--- src/rtl/capture_seq.sv ---
// Triggered frame capture sequencer: watches an 8-bit ADC stream for a level crossing,
// then writes a decimated frame of 2^ADDR_W samples into an external capture RAM.
module capture_seq #(
    parameter int unsigned ADDR_W  = 9,
    parameter logic [19:0] AUTO_TO = 20'd500000,
    parameter logic [15:0] HOLDOFF = 16'd1024
) (
    input  logic              clk_ad,
    input  logic              rst_dp,
    input  logic [7:0]        ad_data,
    input  logic [7:0]        trig_level,
    input  logic              trig_edge,
    input  logic [1:0]        trig_mode,
    input  logic [2:0]        decim,
    input  logic              arm,
    output logic              wr_en,
    output logic [ADDR_W-1:0] wr_addr,
    output logic [7:0]        wr_data,
    output logic              frame_done,
    output logic              busy,
    output logic              trig_forced
);

    typedef enum logic [1:0] {
        S_IDLE = 2'd0,
        S_WAIT = 2'd1,
        S_CAPT = 2'd2,
        S_HOLD = 2'd3
    } state_t;

    state_t            state_q, state_d;
    logic [7:0]        ad_data_r_q;
    logic              prev_valid_q;
    logic [19:0]       to_cnt_q, to_cnt_d;
    logic [15:0]       hold_cnt_q, hold_cnt_d;
    logic [6:0]        dec_cnt_q, dec_cnt_d;
    logic [2:0]        decim_q, decim_d;
    logic [ADDR_W-1:0] addr_q, addr_d;
    logic              last_q, last_d;
    logic              frame_done_q, frame_done_d;
    logic              trig_forced_q, trig_forced_d;
    logic              busy_q, busy_d;

    logic       mode_auto, mode_single;
    logic       rise_evt, fall_evt, trig_evt, timeout;
    logic [7:0] dec_span;
    logic [6:0] dec_mask;
    logic       wr_fire, frame_end, hold_end, trig_take;

    assign mode_auto   = (trig_mode == 2'b00);
    assign mode_single = (trig_mode == 2'b10);

    assign rise_evt = prev_valid_q && (ad_data_r_q < trig_level) && (ad_data >= trig_level);
    assign fall_evt = prev_valid_q && (ad_data_r_q > trig_level) && (ad_data <= trig_level);
    assign trig_evt = trig_edge ? fall_evt : rise_evt;
    // >= rather than == so a counter that ran on in normal mode fires at once if auto is selected.
    assign timeout  = mode_auto && (to_cnt_q >= AUTO_TO - 20'd1);

    assign dec_span = 8'd1 << decim_q;
    assign dec_mask = 7'(dec_span - 8'd1);
    assign wr_fire  = (state_q == S_CAPT) && (dec_cnt_q == 7'd0);
    // The frame closes at the end of the decimation period holding the last write,
    // so every frame occupies exactly 2^ADDR_W * 2^decim cycles.
    assign frame_end = (state_q == S_CAPT) && (dec_cnt_q == dec_mask) &&
                       (last_q || (wr_fire && (&addr_q)));
    assign hold_end  = (hold_cnt_q == HOLDOFF - 16'd1);
    assign trig_take = (state_q == S_WAIT) && (state_d == S_CAPT);

    // State register
    always_ff @(posedge clk_ad) begin
        if (rst_dp) begin
            state_q <= S_IDLE;
        end else begin
            state_q <= state_d;
        end
    end

    // Next-state logic
    always_comb begin
        state_d = state_q;
        case (state_q)
            S_IDLE: if (!mode_single || arm) state_d = S_WAIT;
            S_WAIT: if (trig_evt || timeout) state_d = S_CAPT;
            S_CAPT: if (frame_end) state_d = S_HOLD;
            S_HOLD: if (hold_end) state_d = mode_single ? S_IDLE : S_WAIT;
            default: state_d = S_IDLE;
        endcase
    end

    // Counters and latched trigger context
    always_comb begin
        to_cnt_d      = 20'd0;
        hold_cnt_d    = 16'd0;
        dec_cnt_d     = 7'd0;
        addr_d        = '0;
        last_d        = 1'b0;
        decim_d       = decim_q;
        trig_forced_d = trig_forced_q;
        frame_done_d  = frame_end;
        busy_d        = (state_d == S_CAPT);

        if (state_q == S_WAIT && state_d == S_WAIT) begin
            to_cnt_d = (&to_cnt_q) ? to_cnt_q : to_cnt_q + 20'd1;
        end
        if (state_q == S_HOLD && state_d == S_HOLD) begin
            hold_cnt_d = hold_cnt_q + 16'd1;
        end
        if (state_q == S_CAPT) begin
            dec_cnt_d = (dec_cnt_q == dec_mask) ? 7'd0 : dec_cnt_q + 7'd1;
            addr_d    = wr_fire ? addr_q + 1'b1 : addr_q;
            last_d    = last_q || (wr_fire && (&addr_q));
        end
        if (state_d != S_CAPT) begin
            dec_cnt_d = 7'd0;
            last_d    = 1'b0;
        end
        // A real event wins over a coincident timeout.
        if (trig_take) begin
            decim_d       = decim;
            trig_forced_d = !trig_evt;
        end
    end

    always_ff @(posedge clk_ad) begin
        if (rst_dp) begin
            ad_data_r_q   <= 8'd0;
            prev_valid_q  <= 1'b0;
            to_cnt_q      <= 20'd0;
            hold_cnt_q    <= 16'd0;
            dec_cnt_q     <= 7'd0;
            decim_q       <= 3'd0;
            addr_q        <= '0;
            last_q        <= 1'b0;
            frame_done_q  <= 1'b0;
            trig_forced_q <= 1'b0;
            busy_q        <= 1'b0;
        end else begin
            ad_data_r_q   <= ad_data;
            prev_valid_q  <= 1'b1;
            to_cnt_q      <= to_cnt_d;
            hold_cnt_q    <= hold_cnt_d;
            dec_cnt_q     <= dec_cnt_d;
            decim_q       <= decim_d;
            addr_q        <= addr_d;
            last_q        <= last_d;
            frame_done_q  <= frame_done_d;
            trig_forced_q <= trig_forced_d;
            busy_q        <= busy_d;
        end
    end

    // Output decode
    always_comb begin
        wr_en       = wr_fire;
        wr_addr     = addr_q;
        wr_data     = (state_q == S_CAPT) ? ad_data_r_q : 8'd0;
        frame_done  = frame_done_q;
        busy        = busy_q;
        trig_forced = trig_forced_q;
    end

endmodule

--- config.mk ---
export PLATFORM = sky130hd
export DESIGN_NAME = capture_seq
export DESIGN_NICKNAME = d
export VERILOG_FILES = /design/src/rtl/capture_seq.sv
export SDC_FILE = /design/constraint.sdc
export NUM_CORES = 1
export LEC_CHECK = 0
export ABC_AREA = 1
export BUFFER_PORTS_ARGS = -buffer_cell sky130_fd_sc_hd__clkbuf_2
export CAP_MARGIN = 15
export CORE_MARGIN = 2
export CORE_UTILIZATION = 53
export DETAILED_ROUTE_END_ITERATION = 7
export PLACE_DENSITY = 0.76
export SETUP_SLACK_MARGIN = 0.02
export SLEW_MARGIN = 10
export SYNTH_ARGS = -nofsm -noshare
export SYNTH_HDL_FRONTEND = slang
export SYNTH_SLANG_ARGS = --single-unit
--- constraint.sdc ---
create_clock -name clk_ad -period 2 [get_ports clk_ad]
set_clock_uncertainty 0.15 [all_clocks]
set_input_delay 0.1 -clock clk_ad [delete_from_list [all_inputs] [get_ports clk_ad]]
set_output_delay 0.1 -clock clk_ad [all_outputs]
set_load 0.02 [all_outputs]
After elaboration in Yosys (flattened, before gate mapping). Index checks and enable logic that the tools add are counted.

Logic and storage cells: 72. Bits in latches: 0. Memory bits (read-only): 0. Bits in registers: 70. Memories: 0. Input port bits: 25. RAM bits: 0.

Reduce and logical (&&, ||, !) cells: 27. Multiply operators: 0. Divide/modulo/power cells: 0. Add/sub/neg operators: 5. Bitwise operators: 3. Mux-type cells: 9. Shift operators: 1. Equality and inequality tests: 10. $lt $le $gt $ge: 5.

Operators with widths (count): $add A20 B1 Y20 const B (1); $ge A20 B19 Y1 const B (1); $reduce_and A20 Y1 (1); $add A16 B1 Y16 const B (1); $eq A16 B10 Y1 const B (1); $logic_and A1 B1 Y1 (12); $eq A2 B2 Y1 const B (5); $add A9 B1 Y9 const B (1); $reduce_and A9 Y1 (1); $ge A8 B8 Y1 (1); $gt A8 B8 Y1 (1); $le A8 B8 Y1 (1); $lt A8 B8 Y1 (1); $mux W2 (4); $mux W8 (1); $pmux W2 S4 (1); $add A7 B1 Y7 const B (1); $eq A7 B7 Y1 (1); $logic_not A7 Y1 (1); $shl A1 B3 Y7 const A (1); $sub A7 B1 Y7 const B (1); $reduce_or A2 Y1 (3); $eq A2 B1 Y1 const B (2); $logic_not A2 Y1 (2); 7 further kinds (14).

Logic depth before layout (Yosys ltp). Gate-level depths: netlist of the first run.

Word-level depth: 11. Depth in mapped cells: 16. Gate-level depth less buffers: 16.

Worst setup path before layout of the first run. No wires, ideal clock.

Path kind: reg2reg. Start: reg addr_q[1] (netlist: wr_addr[1]). End: reg dec_cnt_q[0]. Stages on the path, launching flop included: 16. Clock period less this slack: 2.252 ns. Data required time: 1.733 ns. Setup time: 0.117 ns. Data arrival time: 1.984 ns. Path slack: -0.252 ns. Cells stage by stage: dfxtp_1 ha_1 inv_1 nor4_1 nand2_1 nor2_1 ha_1 nand3_1 a21oi_1 nand3_1 nand2_1 nor2_1 nand2_1 nand2_1 nand3_4 nor2_1.

Word-level cells in the longest chain between the ends: 8.

RTL lines: start: declaration (line 38) `logic [ADDR_W-1:0] addr_q, addr_d;`; start signal: assignment (line 144) `addr_q <= addr_d;`; $reduce_and A9 Y1 (line 65) `(last_q || (wr_fire && (&addr_q)));`; $logic_and A1 B1 Y1 (line 65); $logic_or A1 B1 Y1 (line 65); $logic_and A1 B1 Y1 (line 64) `assign frame_end = (state_q == S_CAPT) && (dec_cnt_q == dec_mask) &&`; $mux W2 (line 84) `S_CAPT: if (frame_end) state_d = S_HOLD;`; $pmux W2 S4 (line 81) `case (state_q)`; $ne A2 B2 Y1 (line 113) `if (state_d != S_CAPT) begin`; $reduce_or A4 Y1 (no line); end signal: assignment (line 142) `dec_cnt_q <= dec_cnt_d;`; end: declaration (line 36) `logic [6:0] dec_cnt_q, dec_cnt_d;`.

Every way passes these cells. A chain may end at the register's enable or synchronous reset.

Worst setup path after layout of the first run.
Start: reg addr_q[4] (netlist: wr_addr[4]). End: reg addr_q[6] (netlist: wr_addr[6]).

Word-level cells in the longest chain between the ends: 1.

RTL lines: $add A9 B1 Y9 (line 110) `addr_d = wr_fire ? addr_q + 1'b1 : addr_q;`.

Every way passes these cells.

==> run metrics, run 1 <==
run status finished, violations left; failing checks negative hold slack, negative setup slack; cells on worst reg2reg path 13; design area ~0.0052 sq mm; data required time of the critical path approximately 2.1 ns; share of post-route cells with drive strength above 1 0.286; power after layout 3.20 mW; average vias per placed instance 5.17; number of port buffers 45; WS Path Type reg2reg; largest net degree at the start of global routing 21; VDD IR-drop max 0.000469 V; number of antenna violations at the first check in global routing 0; achievable frequency 457 MHz; actual slew at the worst max-slew pin a little under 0.4 ns; all-layer global routing usage 0.232; average wire per standard cell 13.5 um; leakage power of the design 2.26 nW; weighted congestion at the end of routability-driven global placement between 0.9 and 1; reg-to-reg setup timing slack -0.19 ns; number of standard cells after synthesis 562; most frequently used cell type in the post-synthesis netlist sky130_fd_sc_hd__nor2_1; number of hold-slack violations in the final timing report 1; total net switching power ~0.8 mW; net count reported at finish 703; clock tree root buffer cell sky130_fd_sc_hd__clkbuf_8; clock latency reported for the late side of the worst-skew pair 0.36 ns; initial cell density of the core 0.540; endpoint of the lowest-slack register-to-register path wr_addr[6]; count of antenna-violating nets left after detailed routing 0; placeable core region between 0.007 and 0.008 sq mm; antenna diode count 0; synthesized area per cell 6.90 sq um; residual overflow from global routing 0; clock network power share 0.442; part of the cycle the worst path needs 1.09; Synth Net Count between 600 and 700; Power Density between 600 and 700 mW/mm^2; Cell Area, Synth around 0.0039 sq mm; dominant cell type by area after synthesis sky130_fd_sc_hd__dfxtp_1; worst-case hold slack -0.000995 ns; FP Rows 31; number of global-route vias before repair around 3,500; net switching fraction of the power 0.249; count of vias placed by the detailed router roughly 4,000; router iterations before antenna repair 7; total I/O pin count 46; Tmin final around 2.2 ns; # setup viols final 33; library cells used by synthesis 33; total area of multi-input combinational cells between 0.002 and 0.0025 sq mm; final-layout fill cell count 498; max-cap viol count 0; Hold Crit Endpoint state_q[0]; number of design-rule violations left by the first detailed-router iteration roughly 260; type of element launching the critical path flop; part of the total power dissipated in combinational logic 0.111; setup_tns -4.17 ns; number of levels the H-tree was split into 3; part of the total power dissipated in sequential elements 0.448; Worst setup EP type flop; clock tree from TritonCTS yes; setup repair after global routing missed its margin yes; cell types with the highest counts after synthesis sky130_fd_sc_hd__nor2_1 (115), sky130_fd_sc_hd__nand2_1 (101), sky130_fd_sc_hd__inv_1 (89); P_int around 2.4 mW; Placed Area 0.00436 sq mm; Num CTS Buffers 9; area taken by flip-flops and latches between 0.001 and 0.0015 sq mm; r2r startpoint wr_addr[4]; die outline width 89.5 um; number of synthesized flops with an enable pin 0; sink count of the clock tree 70; Worst Path Max Fanout 2; headroom to the max-slew limit 0.743; top cell type's share of synthesized area 0.362; detailed placement HPWL ~6000 um; hold_sp arm; number of warnings issued by yosys 0; Critical Path AT approximately 2.3 ns; path category of the worst min-delay check in2reg; post-route worst setup slack -0.190 ns; Clock Pin Slew Worst Setup and Hold Paths ~0.08 ns; Die Footprint 0.00801 sq mm; dominant register cell in the synthesized netlist sky130_fd_sc_hd__dfxtp_1; sequential area share after synthesis 0.362; Layout area overhead 34.9%; final WL roughly 10,000 um; final slew viol count 0; Longest Clk Path Bufs 2; fraction of registers with async set/reset 0; DRC violation count after routing 0; synthesis-stage register bit count 70; Worst Hold Path Cells 4; synth top area cells sky130_fd_sc_hd__dfxtp_1 (36%), sky130_fd_sc_hd__nor2_1 (11%), sky130_fd_sc_hd__nand2_1 (9.8%), sky130_fd_sc_hd__inv_1 (8.6%), sky130_fd_sc_hd__ha_1 (7.1%); wire length of the first global-routing pass ~15,000 um; die height just under 90 um; Post-Place Worst Slack -0.129 ns
[critical path, stage by stage, from the launching register on]
cell and delay, ns:
sky130_fd_sc_hd__dfxtp_2 0.36, sky130_fd_sc_hd__nand2_4 0.07, sky130_fd_sc_hd__nor4_4 0.27, sky130_fd_sc_hd__buf_4 0.16
sky130_fd_sc_hd__buf_4 0.10, sky130_fd_sc_hd__buf_4 0.10, sky130_fd_sc_hd__buf_4 0.09, sky130_fd_sc_hd__buf_4 0.09
sky130_fd_sc_hd__buf_4 0.09, sky130_fd_sc_hd__buf_4 0.09, sky130_fd_sc_hd__buf_4 0.09, sky130_fd_sc_hd__nand2_1 0.06
sky130_fd_sc_hd__or2_2 0.29, sky130_fd_sc_hd__a21oi_2 0.12
[power by group through the flow]
stage          logic (mW)  clock network (mW)  registers [mW]
2_1_floorplan       0.150                   0            1.45
5_1_grt             0.385                1.47            1.43
6_report            0.354                1.41            1.43
3_5_place_dp        0.227                   0            1.46
3_3_place_gp        0.221                   0            1.46
4_1_cts             0.251                1.42            1.42
[metrics by stage]
step,util,instances
4_1_cts,0.672,753
3_5_place_dp,0.607,716
2_1_floorplan,-,562
5_1_grt,0.729,760
6_report,0.729,760
3_3_place_gp,0.607,716
[cells by family after synthesis]
kind of cell / Yosys count / synth area share
simple gates: 295 / 0.341
fa+ha+maj: 22 / 0.0710
compound gates: 52 / 0.0736
buf+inv: 98 / 0.0965
flops: 70 / 0.362
xor+xnor: 25 / 0.0565
[worst max path at each step]
stage / end / from / slack (ns) / cells after the start
finish: wr_addr[6] / wr_addr[4] / -0.19 / 13
global route: dec_cnt_q[0] / wr_addr[4] / -0.30 / 14
detailed placement: dec_cnt_q[4] / wr_addr[0] / -0.13 / 15
CTS: dec_cnt_q[6] / wr_addr[4] / -0.04 / 14
floorplan: dec_cnt_q[0] / wr_addr[1] / -0.05 / 15
global placement: dec_cnt_q[0] / wr_addr[0] / -0.08 / 15
[routing by layer]
metal  track usage  wire length [um]
met1         0.273              4250
met2         0.406              5230
met3        0.0526               510
met4        0.0963               235
met5             0                 0
[cells in the final DEF, fill, tap and decap left out, types with 9 or more instances in the layout]
cell type                       instances
sky130_fd_sc_hd__o21ai_0               11
sky130_fd_sc_hd__nor3_1                13
sky130_fd_sc_hd__buf_4                 28
sky130_fd_sc_hd__nand3_1               21
sky130_fd_sc_hd__xor2_1                18
sky130_fd_sc_hd__clkbuf_2              45
sky130_fd_sc_hd__dlygate4sd3_1         11
sky130_fd_sc_hd__nand2_1               91
sky130_fd_sc_hd__nand4_1               15
sky130_fd_sc_hd__nor2_4                10
sky130_fd_sc_hd__a21oi_2               12
sky130_fd_sc_hd__ha_1                  12
sky130_fd_sc_hd__dfxtp_1               56
sky130_fd_sc_hd__nor2_1                98
sky130_fd_sc_hd__inv_1                 84
sky130_fd_sc_hd__nor2_2                10
sky130_fd_sc_hd__clkbuf_8               9
sky130_fd_sc_hd__dfxtp_2               12
sky130_fd_sc_hd__nand2_2               11
sky130_fd_sc_hd__a21oi_1               18
[sequential cells by signal (all words and copies together) (netlist names)]
signal,flops
decim_q,3
trig_forced,1
to_cnt_q,20
dec_cnt_q,7
wr_addr,9
busy,1
ad_data_r_q,8
prev_valid_q,1
state_q,2
frame_done,1
last_q,1
hold_cnt_q,16
[cell type report]
| type | count | area share |
|---|---|---|
| inverter | 91 | 0.0653 |
| tap | 99 | 0.0237 |
| clock buffer | 11 | 0.0251 |
| timing repair buffer | 90 | 0.124 |
| clock inverter | 5 | 0.0206 |
| sequential | 70 | 0.272 |
| multi-input combinational | 394 | 0.469 |
[what timing repair did]
item                       in CTS  in global routing
hold endpoints to repair       11                  0
cloned                          0                  3
hold buffers                   11                  0
pin swaps                       8                 20
setup endpoints to repair      15                 44
setup buffers                  10                  4
gates resized for setup        13                 79
(Power assumes the default switching activity.)
==> inputs of run 2 (changes only) <==
BUFFER_PORTS_ARGS = default   (was -buffer_cell sky130_fd_sc_hd__clkbuf_2)
CORE_UTILIZATION = 55   (was 53)
DONT_BUFFER_PORTS = 1   (was default)
PLACE_DENSITY = 0.73   (was 0.76)
==> run metrics, run 2 (synthesized netlist as in run 1, its figures left out) <==
number of port buffers 0 (-100%); leading cell type in the layout, fill and taps excluded sky130_fd_sc_hd__nor2_1; P_int 2.06 mW (-14%); detailed placement HPWL 6020 um (-1.7%); total I/O pin count 46 (unchanged); Layout area overhead 27.2%; most utilized layer in the global route result met2; Power Density 563 mW/mm^2 (-7.9%); net switching fraction of the power 0.259 (+0.0105); router iterations before antenna repair 5 (-2); VDD IR-drop max 0.000363 V (-23%); run status finished, violations left; final slew viol count 0 (unchanged); residual overflow from global routing 0 (unchanged); Critical Path AT 2.29 ns (-0.04 ns); final WL 9280 um (-9.3%); count of vias placed by the detailed router 3,678 (-6.4%); path category of the worst min-delay check in2reg; Worst setup EP type flop; flip-flop count of the largest register after layout 20 (unchanged); share of post-route cells with drive strength above 1 0.213 (-0.0728); Worst Path Max Fanout 7 (+5); antenna diode count 0 (unchanged); achievable frequency 456 MHz (-0.19%); count of antenna-violating nets left after detailed routing 0 (unchanged); design area 0.00493 sq mm (-5.6%); sink count of the clock tree 70 (unchanged); number of placed instances with taps included 677 (-5.4%); Placed Area 0.00419 sq mm (-3.7%); met1 capacity usage during global routing 0.288 (+0.0155); WS Path Type reg2reg; die height 88.0 um (-1.8%); clock latency reported for the late side of the worst-skew pair 0.35 ns (about the same); Die Footprint 0.00774 sq mm (-3.5%); headroom to the max-slew limit 0.568 (-0.175); Clock Pin Slew Worst Setup and Hold Paths 0.08 ns (about the same); placeable core region 0.00679 sq mm (-5.3%); leakage power of the design 2.04 nW (-9.6%); weighted congestion at the end of routability-driven global placement 0.871 (-3.5%); part of the cycle the worst path needs 1.10 (+0.00212); initial cell density of the core 0.571 (+0.0303); number of design-rule violations left by the first detailed-router iteration 189 (-27%); failing checks negative setup slack; setup repair after global routing missed its margin yes; # setup viols final 29 (-12%); post-route worst setup slack -0.194 ns (-0.00425 ns); data required time of the critical path 2.09 ns (-0.05 ns); all-layer global routing usage 0.232 (-0.000421); net count reported at finish 666 (-5.3%); total net switching power 0.720 mW (-9.4%); clock network power share 0.378 (-0.064); part of the total power dissipated in sequential elements 0.515 (+0.067); number of antenna violations at the first check in global routing 0 (unchanged); global-route track usage on met3 0.0434 (-0.00928); part of the total power dissipated in combinational logic 0.107 (-0.004); largest register by flop count to_cnt_q; Tmin final 2.19 ns (+0.00425 ns); largest net degree at the start of global routing 21 (unchanged); post-route non-filler standard cell count 720 (-5.3%); number of global-route vias before repair 3,443 (-2.2%); Longest Clk Path Bufs 2 (unchanged); commonest cells after routing, fill and taps aside sky130_fd_sc_hd__nor2_1 (102), sky130_fd_sc_hd__nand2_1 (95), sky130_fd_sc_hd__inv_1 (86); die outline width 88.0 um (-1.8%); number of hold-slack violations in the final timing report 0 (-1); clock tree root buffer cell sky130_fd_sc_hd__clkbuf_8; type of element launching the critical path flop; average vias per placed instance 5.11 (-1.2%); final-layout fill cell count 523 (+5.0%); DRC violation count after routing 0 (unchanged); wire length of the first global-routing pass 14,300 um (-2.0%); FP Rows 30 (-3.2%); Num CTS Buffers 9 (unchanged); worst-case hold slack 0.0845 ns (+0.0855 ns); actual slew at the worst max-slew pin 0.646 ns (+0.261 ns); max-cap viol count 0 (unchanged); average wire per standard cell 12.9 um (-4.2%); clock tree from TritonCTS yes; number of levels the H-tree was split into 3 (unchanged); GR Layer Usage met2 0.395 (-0.0107)
[run 2: changes by cell type in the layout (fill, tap and decap cells not counted), sizes merged]
cell         change
bufinv           -3
dlygate4sd3      +4
clkinvlp         +2
clkbuf          -45
buf              +4
clkinv           +1
[run 2: power groups by stage]
stage               clock (mW)  combinational, mW  sequential [mW]
global placement             0              0.188             1.46
global route              1.14              0.329             1.43
floorplan                    0              0.150             1.45
detailed placement           0              0.193             1.46
CTS                       1.07              0.227             1.43
finish                    1.05              0.296             1.43
[run 2: critical path, cell delays in order (launching register included)]
cell                      delay (ns)
sky130_fd_sc_hd__dfxtp_2        0.36
sky130_fd_sc_hd__nand2_4        0.07
sky130_fd_sc_hd__nor4_4         0.27
sky130_fd_sc_hd__nand2_1        0.14
sky130_fd_sc_hd__nor2_2         0.15
sky130_fd_sc_hd__ha_2           0.18
sky130_fd_sc_hd__nand3_2        0.07
sky130_fd_sc_hd__a21oi_2        0.17
sky130_fd_sc_hd__nand3_2        0.10
sky130_fd_sc_hd__nand2_1        0.07
sky130_fd_sc_hd__nor2_1         0.04
sky130_fd_sc_hd__nand2_1        0.07
sky130_fd_sc_hd__nand2_2        0.08
sky130_fd_sc_hd__nand3_4        0.10
sky130_fd_sc_hd__nor2_1         0.05
[run 2: repair_timing]
item                                    4_1_cts  5_1_grt
gates resized for setup                      13       54
cloned                                        0        3
endpoints found under the setup margin       21       37
buffers inserted                              3        7
hold buffers                                 15        0
hold endpoints to repair                     34        0
pin swaps                                    11       17
[run 2: routing by layer]
| layer | up-vias | share of wire |
|---|---|---|
| met4 | 0 | 0.021 |
| met1 | 1686 | 0.44 |
| met5 | - | 0 |
| li1 | 1885 | - |
| met2 | 88 | 0.50 |
| met3 | 19 | 0.037 |
[run 2: path summary, 6_finish.rpt]
check | startpoint | end | slack (ns) | depth (start not counted)
max | wr_addr[4] | dec_cnt_q[0] | -0.19 | 14
min | trig_mode[0] | decim_q[2] | 0.08 | 5
max reg2reg | wr_addr[4] | dec_cnt_q[0] | -0.19 | 14
min reg2reg | hold_cnt_q[0] | hold_cnt_q[0] | 0.30 | 1
[run 2: final cells by class]
cell class	count	area, sq um	area share
sequential	70	1420	0.288
clock buffer	11	151	0.0307
inverter	91	342	0.0693
timing repair buffer	53	490	0.0994
multi-input combinational	394	2370	0.481
tap	96	120	0.0244
clock inverter	5	33.8	0.00685
[run 2: metrics by stage]
step | utilization | setup TNS (ns) | power (mW) | setup slack [ns]
after floorplan | - | -0.413 | 1.60 | -0.0506
after global placement | 0.617 | -0.940 | 1.65 | -0.111
after detailed placement | 0.617 | -1.74 | 1.65 | -0.200
after CTS | 0.678 | -0.695 | 2.72 | -0.0822
after global routing | 0.726 | -6.85 | 2.90 | -0.349
final | 0.726 | -2.61 | 2.78 | -0.194
